File: src/rtl/commit_merge_unit_pkg.sv
// Shared types and sizing for the commit merge unit: per-thread widths, packet bound,
// header layout and FSM state encoding.
package commit_merge_unit_pkg;

  localparam int unsigned NUM_THREADS = 4;
  localparam int unsigned NUM_LANES   = 1;
  localparam int unsigned XLEN        = 32;
  localparam int unsigned UUID_WIDTH  = 44;
  localparam int unsigned NW_WIDTH    = 2;
  localparam int unsigned PC_BITS     = 30;
  localparam int unsigned NR_BITS     = 6;

  localparam int unsigned NUM_PKTS = NUM_THREADS / NUM_LANES;
  localparam int unsigned CNT_W    = $clog2(NUM_PKTS) + 1;
  localparam int unsigned DATA_W   = NUM_THREADS * XLEN;

  typedef enum logic [1:0] {
    ST_IDLE  = 2'd0,
    ST_ACCUM = 2'd1,
    ST_HOLD  = 2'd2
  } state_e;

  // Per-instruction header, taken from the sop packet of a sequence
  typedef struct packed {
    logic [UUID_WIDTH-1:0] uuid;
    logic [NW_WIDTH-1:0]   wid;
    logic [PC_BITS-1:0]    pc;
    logic                  wb;
    logic [NR_BITS-1:0]    rd;
  } hdr_t;

  function automatic logic at_pkt_limit(input logic [CNT_W-1:0] n);
    return n == CNT_W'(NUM_PKTS);
  endfunction

endpackage

File: src/rtl/commit_merge_lanes.sv
// Masked lane merge: folds one expanded packet into the accumulated tmask/data and
// flags lanes written twice within a sequence.
module commit_merge_lanes
  import commit_merge_unit_pkg::*;
(
  input  logic [NUM_THREADS-1:0] acc_tmask_i,
  input  logic [DATA_W-1:0]      acc_data_i,
  input  logic [NUM_THREADS-1:0] pkt_tmask_i,
  input  logic [DATA_W-1:0]      pkt_data_i,
  output logic [NUM_THREADS-1:0] mrg_tmask_o,
  output logic [DATA_W-1:0]      mrg_data_o,
  output logic                   overlap_o
);

  always_comb begin
    mrg_tmask_o = acc_tmask_i | pkt_tmask_i;
    mrg_data_o  = acc_data_i;
    for (int j = 0; j < int'(NUM_THREADS); j++) begin
      if (pkt_tmask_i[j]) begin
        mrg_data_o[j*XLEN +: XLEN] = pkt_data_i[j*XLEN +: XLEN];
      end
    end
  end

  assign overlap_o = |(acc_tmask_i & pkt_tmask_i);

endmodule

File: src/rtl/commit_merge_unit.sv
// Merges sop..eop sequences of expanded commit packets into one registered full-warp
// commit; a sticky err flags protocol violations until reset.
module commit_merge_unit
  import commit_merge_unit_pkg::*;
(
  input  logic                   clk,
  input  logic                   reset,
  input  logic                   in_valid,
  output logic                   in_ready,
  input  logic [UUID_WIDTH-1:0]  in_uuid,
  input  logic [NW_WIDTH-1:0]    in_wid,
  input  logic [NUM_THREADS-1:0] in_tmask,
  input  logic [PC_BITS-1:0]     in_PC,
  input  logic                   in_wb,
  input  logic [NR_BITS-1:0]     in_rd,
  input  logic [DATA_W-1:0]      in_data,
  input  logic                   in_sop,
  input  logic                   in_eop,
  output logic                   out_valid,
  input  logic                   out_ready,
  output logic [UUID_WIDTH-1:0]  out_uuid,
  output logic [NW_WIDTH-1:0]    out_wid,
  output logic [NUM_THREADS-1:0] out_tmask,
  output logic [PC_BITS-1:0]     out_PC,
  output logic                   out_wb,
  output logic [NR_BITS-1:0]     out_rd,
  output logic [DATA_W-1:0]      out_data,
  output logic [CNT_W-1:0]       out_npkts,
  output logic                   err
);

  state_e                 state_q, state_d;
  hdr_t                   acc_hdr_q, acc_hdr_d;
  logic [NUM_THREADS-1:0] acc_tmask_q, acc_tmask_d;
  logic [DATA_W-1:0]      acc_data_q, acc_data_d;
  logic [CNT_W-1:0]       acc_cnt_q, acc_cnt_d;

  logic                   out_valid_q, out_valid_d;
  hdr_t                   out_hdr_q, out_hdr_d;
  logic [NUM_THREADS-1:0] out_tmask_q, out_tmask_d;
  logic [DATA_W-1:0]      out_data_q, out_data_d;
  logic [CNT_W-1:0]       out_npkts_q, out_npkts_d;
  logic                   err_q, err_d;

  hdr_t                   in_hdr;
  logic                   accept;
  logic                   fire;
  logic                   start_new;
  logic [CNT_W-1:0]       cnt_inc;
  logic [NUM_THREADS-1:0] mrg_tmask;
  logic [DATA_W-1:0]      mrg_data;
  logic                   overlap;

  always_comb begin
    in_hdr.uuid = in_uuid;
    in_hdr.wid  = in_wid;
    in_hdr.pc   = in_PC;
    in_hdr.wb   = in_wb;
    in_hdr.rd   = in_rd;
  end

  // A held commit blocks new input unless it leaves this cycle
  assign in_ready = (state_q == ST_HOLD) ? out_ready : 1'b1;
  assign accept   = in_valid & in_ready;
  assign fire     = out_valid_q & out_ready;
  assign cnt_inc  = acc_cnt_q + CNT_W'(1);

  commit_merge_lanes u_lanes (
    .acc_tmask_i (acc_tmask_q),
    .acc_data_i  (acc_data_q),
    .pkt_tmask_i (in_tmask),
    .pkt_data_i  (in_data),
    .mrg_tmask_o (mrg_tmask),
    .mrg_data_o  (mrg_data),
    .overlap_o   (overlap)
  );

  // Next-state and next-output computation
  always_comb begin
    state_d     = state_q;
    acc_hdr_d   = acc_hdr_q;
    acc_tmask_d = acc_tmask_q;
    acc_data_d  = acc_data_q;
    acc_cnt_d   = acc_cnt_q;
    out_valid_d = out_valid_q;
    out_hdr_d   = out_hdr_q;
    out_tmask_d = out_tmask_q;
    out_data_d  = out_data_q;
    out_npkts_d = out_npkts_q;
    err_d       = err_q;
    start_new   = 1'b0;

    unique case (state_q)
      ST_IDLE: begin
        start_new = accept;
      end
      ST_ACCUM: begin
        if (accept) begin
          if (in_sop) begin
            err_d     = 1'b1;
            start_new = 1'b1;
          end else begin
            if ((in_wid != acc_hdr_q.wid) || overlap) begin
              err_d = 1'b1;
            end
            if (in_eop || at_pkt_limit(cnt_inc)) begin
              if (!in_eop) begin
                err_d = 1'b1;
              end
              out_valid_d = 1'b1;
              out_hdr_d   = acc_hdr_q;
              out_tmask_d = mrg_tmask;
              out_data_d  = mrg_data;
              out_npkts_d = cnt_inc;
              state_d     = ST_HOLD;
            end else begin
              acc_tmask_d = mrg_tmask;
              acc_data_d  = mrg_data;
              acc_cnt_d   = cnt_inc;
            end
          end
        end
      end
      ST_HOLD: begin
        if (fire) begin
          out_valid_d = 1'b0;
          state_d     = ST_IDLE;
          start_new   = accept;
        end
      end
      default: begin
        state_d = ST_IDLE;
      end
    endcase

    // Packet that opens a sequence, handled identically from every state
    if (start_new) begin
      if (!in_sop) begin
        err_d   = 1'b1;
        state_d = ST_IDLE;
      end else if (in_eop) begin
        out_valid_d = 1'b1;
        out_hdr_d   = in_hdr;
        out_tmask_d = in_tmask;
        out_data_d  = in_data;
        out_npkts_d = CNT_W'(1);
        state_d     = ST_HOLD;
      end else begin
        acc_hdr_d   = in_hdr;
        acc_tmask_d = in_tmask;
        acc_data_d  = in_data;
        acc_cnt_d   = CNT_W'(1);
        state_d     = ST_ACCUM;
      end
    end
  end

  always_ff @(posedge clk or negedge reset) begin
    if (!reset) begin
      state_q     <= ST_IDLE;
      acc_hdr_q   <= '0;
      acc_tmask_q <= '0;
      acc_data_q  <= '0;
      acc_cnt_q   <= '0;
      out_valid_q <= 1'b0;
      out_hdr_q   <= '0;
      out_tmask_q <= '0;
      out_data_q  <= '0;
      out_npkts_q <= '0;
      err_q       <= 1'b0;
    end else begin
      state_q     <= state_d;
      acc_hdr_q   <= acc_hdr_d;
      acc_tmask_q <= acc_tmask_d;
      acc_data_q  <= acc_data_d;
      acc_cnt_q   <= acc_cnt_d;
      out_valid_q <= out_valid_d;
      out_hdr_q   <= out_hdr_d;
      out_tmask_q <= out_tmask_d;
      out_data_q  <= out_data_d;
      out_npkts_q <= out_npkts_d;
      err_q       <= err_d;
    end
  end

  assign out_valid = out_valid_q;
  assign out_uuid  = out_hdr_q.uuid;
  assign out_wid   = out_hdr_q.wid;
  assign out_PC    = out_hdr_q.pc;
  assign out_wb    = out_hdr_q.wb;
  assign out_rd    = out_hdr_q.rd;
  assign out_tmask = out_tmask_q;
  assign out_data  = out_data_q;
  assign out_npkts = out_npkts_q;
  assign err       = err_q;

endmodule

File: config.mk
export PLATFORM = sky130hd
export DESIGN_NAME = commit_merge_unit
export DESIGN_NICKNAME = d
export VERILOG_FILES = /design/src/rtl/commit_merge_unit_pkg.sv /design/src/rtl/commit_merge_lanes.sv /design/src/rtl/commit_merge_unit.sv
export SDC_FILE = /design/constraint.sdc
export NUM_CORES = 1
export LEC_CHECK = 0
export ABC_AREA = 0
export CAP_MARGIN = 20
export CORE_MARGIN = 2
export CORE_UTILIZATION = 57
export DETAILED_ROUTE_END_ITERATION = 7
export PLACE_DENSITY = 0.86
export SETUP_SLACK_MARGIN = 0.1
export SYNTH_ARGS = -nofsm -noshare
export SYNTH_HDL_FRONTEND = slang
export SYNTH_HIERARCHICAL = 1
export SYNTH_SLANG_ARGS = --single-unit
File: constraint.sdc
create_clock -name clk -period 4.1 [get_ports clk]
set_input_delay 0.615 -clock clk [delete_from_list [all_inputs] [get_ports clk]]
set_output_delay 0.615 -clock clk [all_outputs]
set_load 0.05 [all_outputs]
==> results.py, run 1 <==
metrics = {
    "clock_tree": {
        "cts_sinks": 440,
        "ctsHoldBuffers": 0,
        "clock-root-buffer": "clkbuf_16",
        "cts_made_buffers": 47,
        "cts_tree": "yes",
        "cts_resized": 0,
        "post_cts_buffers": 0,
        "path_clk_slew_ns": 0.06,
        "clk_latency_ns": 0.59,
        "cts_htree_levels": 2,
        "clockBufferDepth": 3,
    },
    "timing": {
        "timing.final.crit_share_pct": 76.1,
        "hold-worst-slack_ns": 0.0545,
        "slew_violations": 0,
        "worstMarginPinSlew_ns": 1.32,
        "fin_worst_skew_ns": 0.0204,
        "worst_slack_ns": 0.982,
        "relSlewSlack_pct": 12.2,
        "finalSetupViolations": 0,
        "fmax_mhz": 321,
        "period_needed_ns": 3.12,
        "hold_viol": 0,
        "tns_ns": 0,
        "rsz0062_at_grt": "false",
    },
    "die": {
        "rows": 73,
        "start_util_pct": 58.1,
        "die_y_um": 206,
        "dieArea_um2": 42400,
        "die_x_um": 206,
        "io_pins": 442,
        "coreArea_um2": 40000,
    },
    "placed_design": {
        "place_ws_ns": 0.674,
        "dp.final_hpwl_mm": 41.7,
        "place_congestion": 0.809,
        "place_area_um2": 27800,
        "port_buffers": 441,
    },
    "flow_run": {
        "maxCapViolCount": 0,
    },
    "critical_path": {
        "crit_type": "flip-flop to flip-flop",
        "critical-path-slowest-cell": "nor4b_4",
        "crit_fanout": 15,
        "cp_top_family": "simple AND/OR/NAND/NOR gates",
        "crit_buf_inv": 2,
        "r2r_start": "state_q[0]$_DFFE_PN0P_",
        "critPathArrivalTime_ns": 3.58,
        "path_cells": "inv_1, ha_1, nor2b_4, or4b_4, nor4b_4, buf_4, mux2_2",
        "critPathMaxStageDelay_ns": 0.72,
        "worstPathRequired_ns": 4.56,
        "worstSetupStartpointType": "flip-flop",
        "end_kind": "flip-flop",
        "ff2ff_setup_slack_ns": 0.98,
        "rr_worst_depth": 7,
        "reg2reg_to": "acc_hdr_q[4]$_DFFE_PN0P_",
    },
    "grt": {
        "grt_usage_pct": 32.0,
        "grt_first_pass_wirelength_mm": 108,
        "grt_pass1_vias": 19571,
        "grt_max_degree": 217,
        "antenna_found_initial": 7,
        "grt_remaining_overflow": 0,
    },
    "synthesis": {
        "yosys.cell_types.count": 39,
        "syn-mean-instance-area_um2": 11.4,
        "synth-seq-cells": 440,
        "post-synth-top-area-cell": "dfrtp_1",
        "ys_top_cells_by_area": "dfrtp_1 (47%), mux2_2 (17%), mux2_4 (7.2%), nand2_1 (7.1%), nor4_1 (5.8%)",
        "ys_seq_area_share_pct": 47.4,
        "synth_nets": 2268,
        "yosys.area.top_type_share_pct": 47.4,
        "synth_common_cells": "dfrtp_1 (440), nand2_1 (439), mux2_2 (356)",
        "synthArstFlopShare_pct": 100,
        "yosysMostFrequentCell": "dfrtp_1",
        "synth_flop_cell": "dfrtp_1",
        "synth_area_um2": 23300,
        "synth_edf_count": 0,
        "syn_inst": 2041,
        "synth_warnings": 6,
    },
    "cells_and_area": {
        "regArea_um2": 11000,
        "area_delta_synth_final_pct": 26.7,
        "final_area_um2": 29500,
        "final_nets": 2607,
        "multiInputGateArea_um2": 11100,
        "drive_above_1_share_pct": 29.1,
        "postLayoutCoreUtil_pct": 73.7,
        "n_fill_cell": 2516,
    },
    "drt": {
        "first_iter_violations": 1511,
        "dr.pass1.iters": 5,
        "ant_nets": 0,
        "vias": 18680,
        "routed_wl_mm": 69.0,
        "wl_per_cell_um": 23.4,
        "detail_route.vias_per_cell": 6.33,
        "drc": 0,
    },
    "power_and_ir_drop": {
        "vdd_drop_max_mv": 0.562,
        "power_density_nw_per_um2": 850,
        "p_leak_nw": 12.1,
    },
    "run_status": {
        "status": "finished, final reports clean",
    },
    "min_path": {
        "hold_class": "input port to async pin",
    },
}
kinds of logic (layout without fill, tap and decap cells):
group | Yosys count | count (layout) | synth area share [%]
flip-flops | 440 | 440 | 47.4
multiplexers | 476 | 476 | 24.9
adder cells (fa/ha/maj) | 6 | 6 | 0.323
XOR/XNOR | 3 | 3 | 0.113
buffers and inverters | 203 | 580 | 4.94
AND/OR/NAND/NOR | 682 | 682 | 13.7
AO/OA/AOI/OAI | 231 | 231 | 8.71
other | 0 | 7 | 0
cells in the final DEF (no fill, tap or decap), drive strengths merged, types with 3 or more instances in the layout:
cell           instances
a21oi                  4
nand2                439
dfrtp                440
mux2                 475
nor4                 217
inv                    7
a31oi                215
a211oi                 3
clkinv                 4
bufinv                 3
or2                    5
diode                  7
xnor2                  3
clkbuf                76
buf                   52
ha                     6
nor2                   7
clkdlybuf4s50        436
worst max path at each step:
stage / startpoint / endpoint / slack (ns) / cells after the start
after global placement: out_ready / acc_hdr_q[65]$_DFFE_PN0P_ / 0.75 / 6
after CTS: state_q[0]$_DFFE_PN0P_ / in_ready / 0.98 / 5
final: state_q[0]$_DFFE_PN0P_ / acc_hdr_q[4]$_DFFE_PN0P_ / 0.98 / 7
after global routing: state_q[0]$_DFFE_PN0P_ / in_ready / 0.86 / 5
after detailed placement: out_ready / acc_hdr_q[29]$_DFFE_PN0P_ / 0.67 / 6
after floorplan: acc_cnt_q[0]$_DFF_PN0_ / acc_data_q[121]$_DFF_PN0_ / 1.43 / 9
power by group:
part	internal (mW)	total [mW]	switching [mW]	leakage, nW
clock network	2.69	4.49	1.81	0.809
registers	6.55	7.88	1.33	5.14
logic	5.06	12.7	7.62	6.12
through the flow:
step / cells / power (mW)
4_1_cts: 2942 / 25.0
3_3_place_gp: 2855 / 19.9
6_report: 2950 / 25.0
3_5_place_dp: 2855 / 20.4
5_1_grt: 2950 / 26.1
2_1_floorplan: 2041 / 16.3
registers in the layout, summed over array words and instances, names as in the netlist, 4 cells and up:
register / count
out_data: 128
out_tmask: 4
out_rd: 6
out_PC: 30
acc_tmask_q: 4
out_uuid: 44
acc_hdr_q: 83
acc_data_q: 128
layer usage:
layer / part of all wire, % / vias to the layer above / routed length [µm] / global-route usage (%)
li1: - / 8149 / - / -
met1: 39 / 9493 / 26900 / 40.4
met2: 49 / 865 / 33500 / 52.4
met3: 8.2 / 173 / 5670 / 7.62
met4: 4.2 / 0 / 2890 / 14.3
met5: 0 / - / 0 / 0
cell type report:
cell class,count,area share (%)
sequential,440,37.4
timing repair buffer,488,16.9
tap,525,2.23
clock buffer,76,5.08
antenna,7,0.0594
clock inverter,11,0.522
inverter,5,0.0637
multi-input combinational,1398,37.8
(Power assumes the default switching activity.)
==> run 2: changes to the inputs <==
--- a/config.mk
+++ b/config.mk
@@ -8,9 +8,9 @@
 export ABC_AREA = 0
 export CAP_MARGIN = 20
 export CORE_MARGIN = 2
-export CORE_UTILIZATION = 57
+export CORE_UTILIZATION = 53
 export DETAILED_ROUTE_END_ITERATION = 7
-export PLACE_DENSITY = 0.86
+export PLACE_DENSITY = 0.81
 export SETUP_SLACK_MARGIN = 0.1
 export SYNTH_ARGS = -nofsm -noshare
 export SYNTH_HDL_FRONTEND = slang
==> constraint.sdc (replaced) <==
create_clock -name clk -period 2.9 [get_ports clk]
set_input_delay 0.435 -clock clk [delete_from_list [all_inputs] [get_ports clk]]
set_output_delay 0.435 -clock clk [all_outputs]
set_load 0.05 [all_outputs]
==> results.py, run 2 (synthesis gave the netlist of run 1 again) <==
metrics = {
    "drt": {
        "vias": 18795,
        "ant_nets": 0,
        "detail_route.vias_per_cell": 6.17,
        "dr_wl_met3_mm": 5.04,
        "drc": 0,
        "routed_wl_mm": 68.8,
        "wl_met2_mm": 33.0,
        "dr.pass1.iters": 7,
        "route.top_layer_used": "met5",
        "first_iter_violations": 1620,
        "wl_per_cell_um": 22.6,
        "wl_met1_mm": 27.7,
    },
    "grt": {
        "grt_pass1_vias": 19619,
        "grt_max_degree": 123,
        "antenna_found_initial": 6,
        "grt_remaining_overflow": 0,
        "grt_usage_pct": 29.7,
        "grt_first_pass_wirelength_mm": 108,
    },
    "critical_path": {
        "worstPathRequired_ns": 3.34,
        "rr_worst_depth": 7,
        "crit_fanout": 122,
        "critPathArrivalTime_ns": 3.15,
        "crit_type": "flip-flop to flip-flop",
        "r2r_start": "state_q[0]$_DFFE_PN0P_",
        "reg2reg_to": "out_PC[7]$_DFF_PN0_",
        "ff2ff_setup_slack_ns": 0.18,
        "end_kind": "flip-flop",
        "worstSetupStartpointType": "flip-flop",
        "crit_start": "state_q[0]$_DFFE_PN0P_",
    },
    "clock_tree": {
        "clock-root-buffer": "clkbuf_16",
        "cts_sinks": 440,
        "cts_htree_levels": 2,
        "clockBufferDepth": 3,
        "cts_made_buffers": 48,
        "path_clk_slew_ns": 0.06,
        "clk_latency_ns": 0.57,
        "cts_tree": "yes",
    },
    "die": {
        "die_x_um": 213,
        "io_pins": 442,
        "die_y_um": 213,
        "dieArea_um2": 45600,
        "rows": 76,
        "start_util_pct": 53.9,
        "coreArea_um2": 43200,
    },
    "placed_design": {
        "dp.final_hpwl_mm": 43.0,
        "port_buffers": 441,
        "place_congestion": 0.831,
    },
    "min_path": {
        "hold_class": "input port to async pin",
    },
    "power_and_ir_drop": {
        "p_int_mw": 20.2,
        "power_density_nw_per_um2": 1170,
        "clkPwrFrac_pct": 17.2,
        "p_sw_share_pct": 42.9,
        "power.switching_mw": 15.1,
        "power_frac_seq_pct": 31.4,
        "p_comb_share_pct": 51.4,
        "p_leak_nw": 12.4,
        "vdd_drop_max_mv": 0.804,
    },
    "cells_and_area": {
        "drive_above_1_share_pct": 30.1,
        "final_common_cell": "dfrtp_1",
        "final_nets": 2648,
        "mostFrequentLayoutCells": "dfrtp_1 (440), nand2_1 (438), clkdlybuf4s50_1 (435)",
        "area_delta_synth_final_pct": 29.5,
    },
    "timing": {
        "timing.final.crit_share_pct": 93.7,
        "period_needed_ns": 2.72,
        "worstMarginPinSlew_ns": 0.883,
        "relSlewSlack_pct": 41.1,
        "slew_violations": 0,
        "finalSetupViolations": 0,
        "fin_worst_skew_ns": 0.0178,
        "fmax_mhz": 368,
        "tns_ns": 0,
        "hold-worst-slack_ns": 0.362,
        "hold_viol": 0,
        "rsz0062_at_grt": "false",
    },
    "flow_run": {
        "maxCapViolCount": 0,
    },
    "run_status": {
        "status": "finished, final reports clean",
    },
}
## run 2: cell count changes in the layout (fill, tap and decap cells not counted), moves of 2 or more
| cell | previous run | this run |
|---|---|---|
| clkinvlp_4 | 2 | 0 |
| clkbuf_16 | 48 | 52 |
| bufinv_16 | 3 | 1 |
| clkbuf_1 | 9 | 14 |
| inv_6 | 2 | 0 |
| buf_4 | 29 | 42 |
| buf_12 | 18 | 43 |
| clkbuf_8 | 19 | 13 |
| clkinv_2 | 3 | 7 |
## run 2: final cells by class
cell class	count	area (µm²)
diodes	6	15.0
clock buffers	77	1480
clock inverters	9	81.3
fillers	2992	13100
inverters	5	18.8
multi-input cells	1398	11100
flip-flops and latches	440	11000
well taps	585	732
repair buffers	528	5630
## run 2: per-stage QoR
stage / setup slack [ns] / total power [mW] / utilization (%) / std cells / area (µm²)
global route: 0.0837 / 36.9 / 69.7 / 3047 / 30100
global placement: 0.0644 / 28.4 / 65.8 / 2947 / 28400
finish: 0.184 / 35.3 / 69.7 / 3048 / 30100
floorplan: 0.226 / 23.1 / - / 2041 / 23300
detailed placement: 0.0321 / 29.1 / 65.8 / 2947 / 28400
CTS: 0.174 / 35.3 / 69.5 / 3034 / 30000
## run 2: power groups by stage
stage | logic (mW) | registers, mW | clock network, mW
2_1_floorplan | 7.00 | 16.1 | 0
3_3_place_gp | 17.5 | 10.9 | 0
3_5_place_dp | 18.0 | 11.1 | 0
4_1_cts | 18.1 | 11.1 | 6.18
5_1_grt | 19.0 | 11.4 | 6.43
6_report | 18.1 | 11.1 | 6.08
## run 2: how the worst max path moves through the flow
stage	to	slack, ns	depth (start not counted)
2_1_floorplan	acc_data_q[121]$_DFF_PN0_	0.23	9
3_3_place_gp	acc_hdr_q[63]$_DFFE_PN0P_	0.06	7
3_5_place_dp	acc_hdr_q[73]$_DFFE_PN0P_	0.03	7
4_1_cts	acc_hdr_q[63]$_DFFE_PN0P_	0.17	8
5_1_grt	acc_hdr_q[63]$_DFFE_PN0P_	0.08	9
6_report	out_PC[7]$_DFF_PN0_	0.18	7
## run 2: layer usage
layer,vias up,track usage [%]
met5,-,0
met1,9500,38.8
met3,182,5.76
met4,2,13.8
li1,8237,-
met2,874,48.1
## run 2: what timing repair did
| action | in CTS | in global routing |
|---|---|---|
| hold endpoints to repair | 45 | 0 |
| hold buffers | 1 | 0 |
| setup buffers | 0 | 6 |
| setup endpoints to repair | 0 | 13 |
| resized for setup | 0 | 1 |
## run 2: worst max-delay path: stages (launching register included)
cell	delay [ns]
dfrtp_1	0.39
inv_1	0.09
ha_1	0.32
nor2_1	0.08
or4b_4	0.55
buf_12	0.22
nor4_1	0.56
a31oi_2	0.08
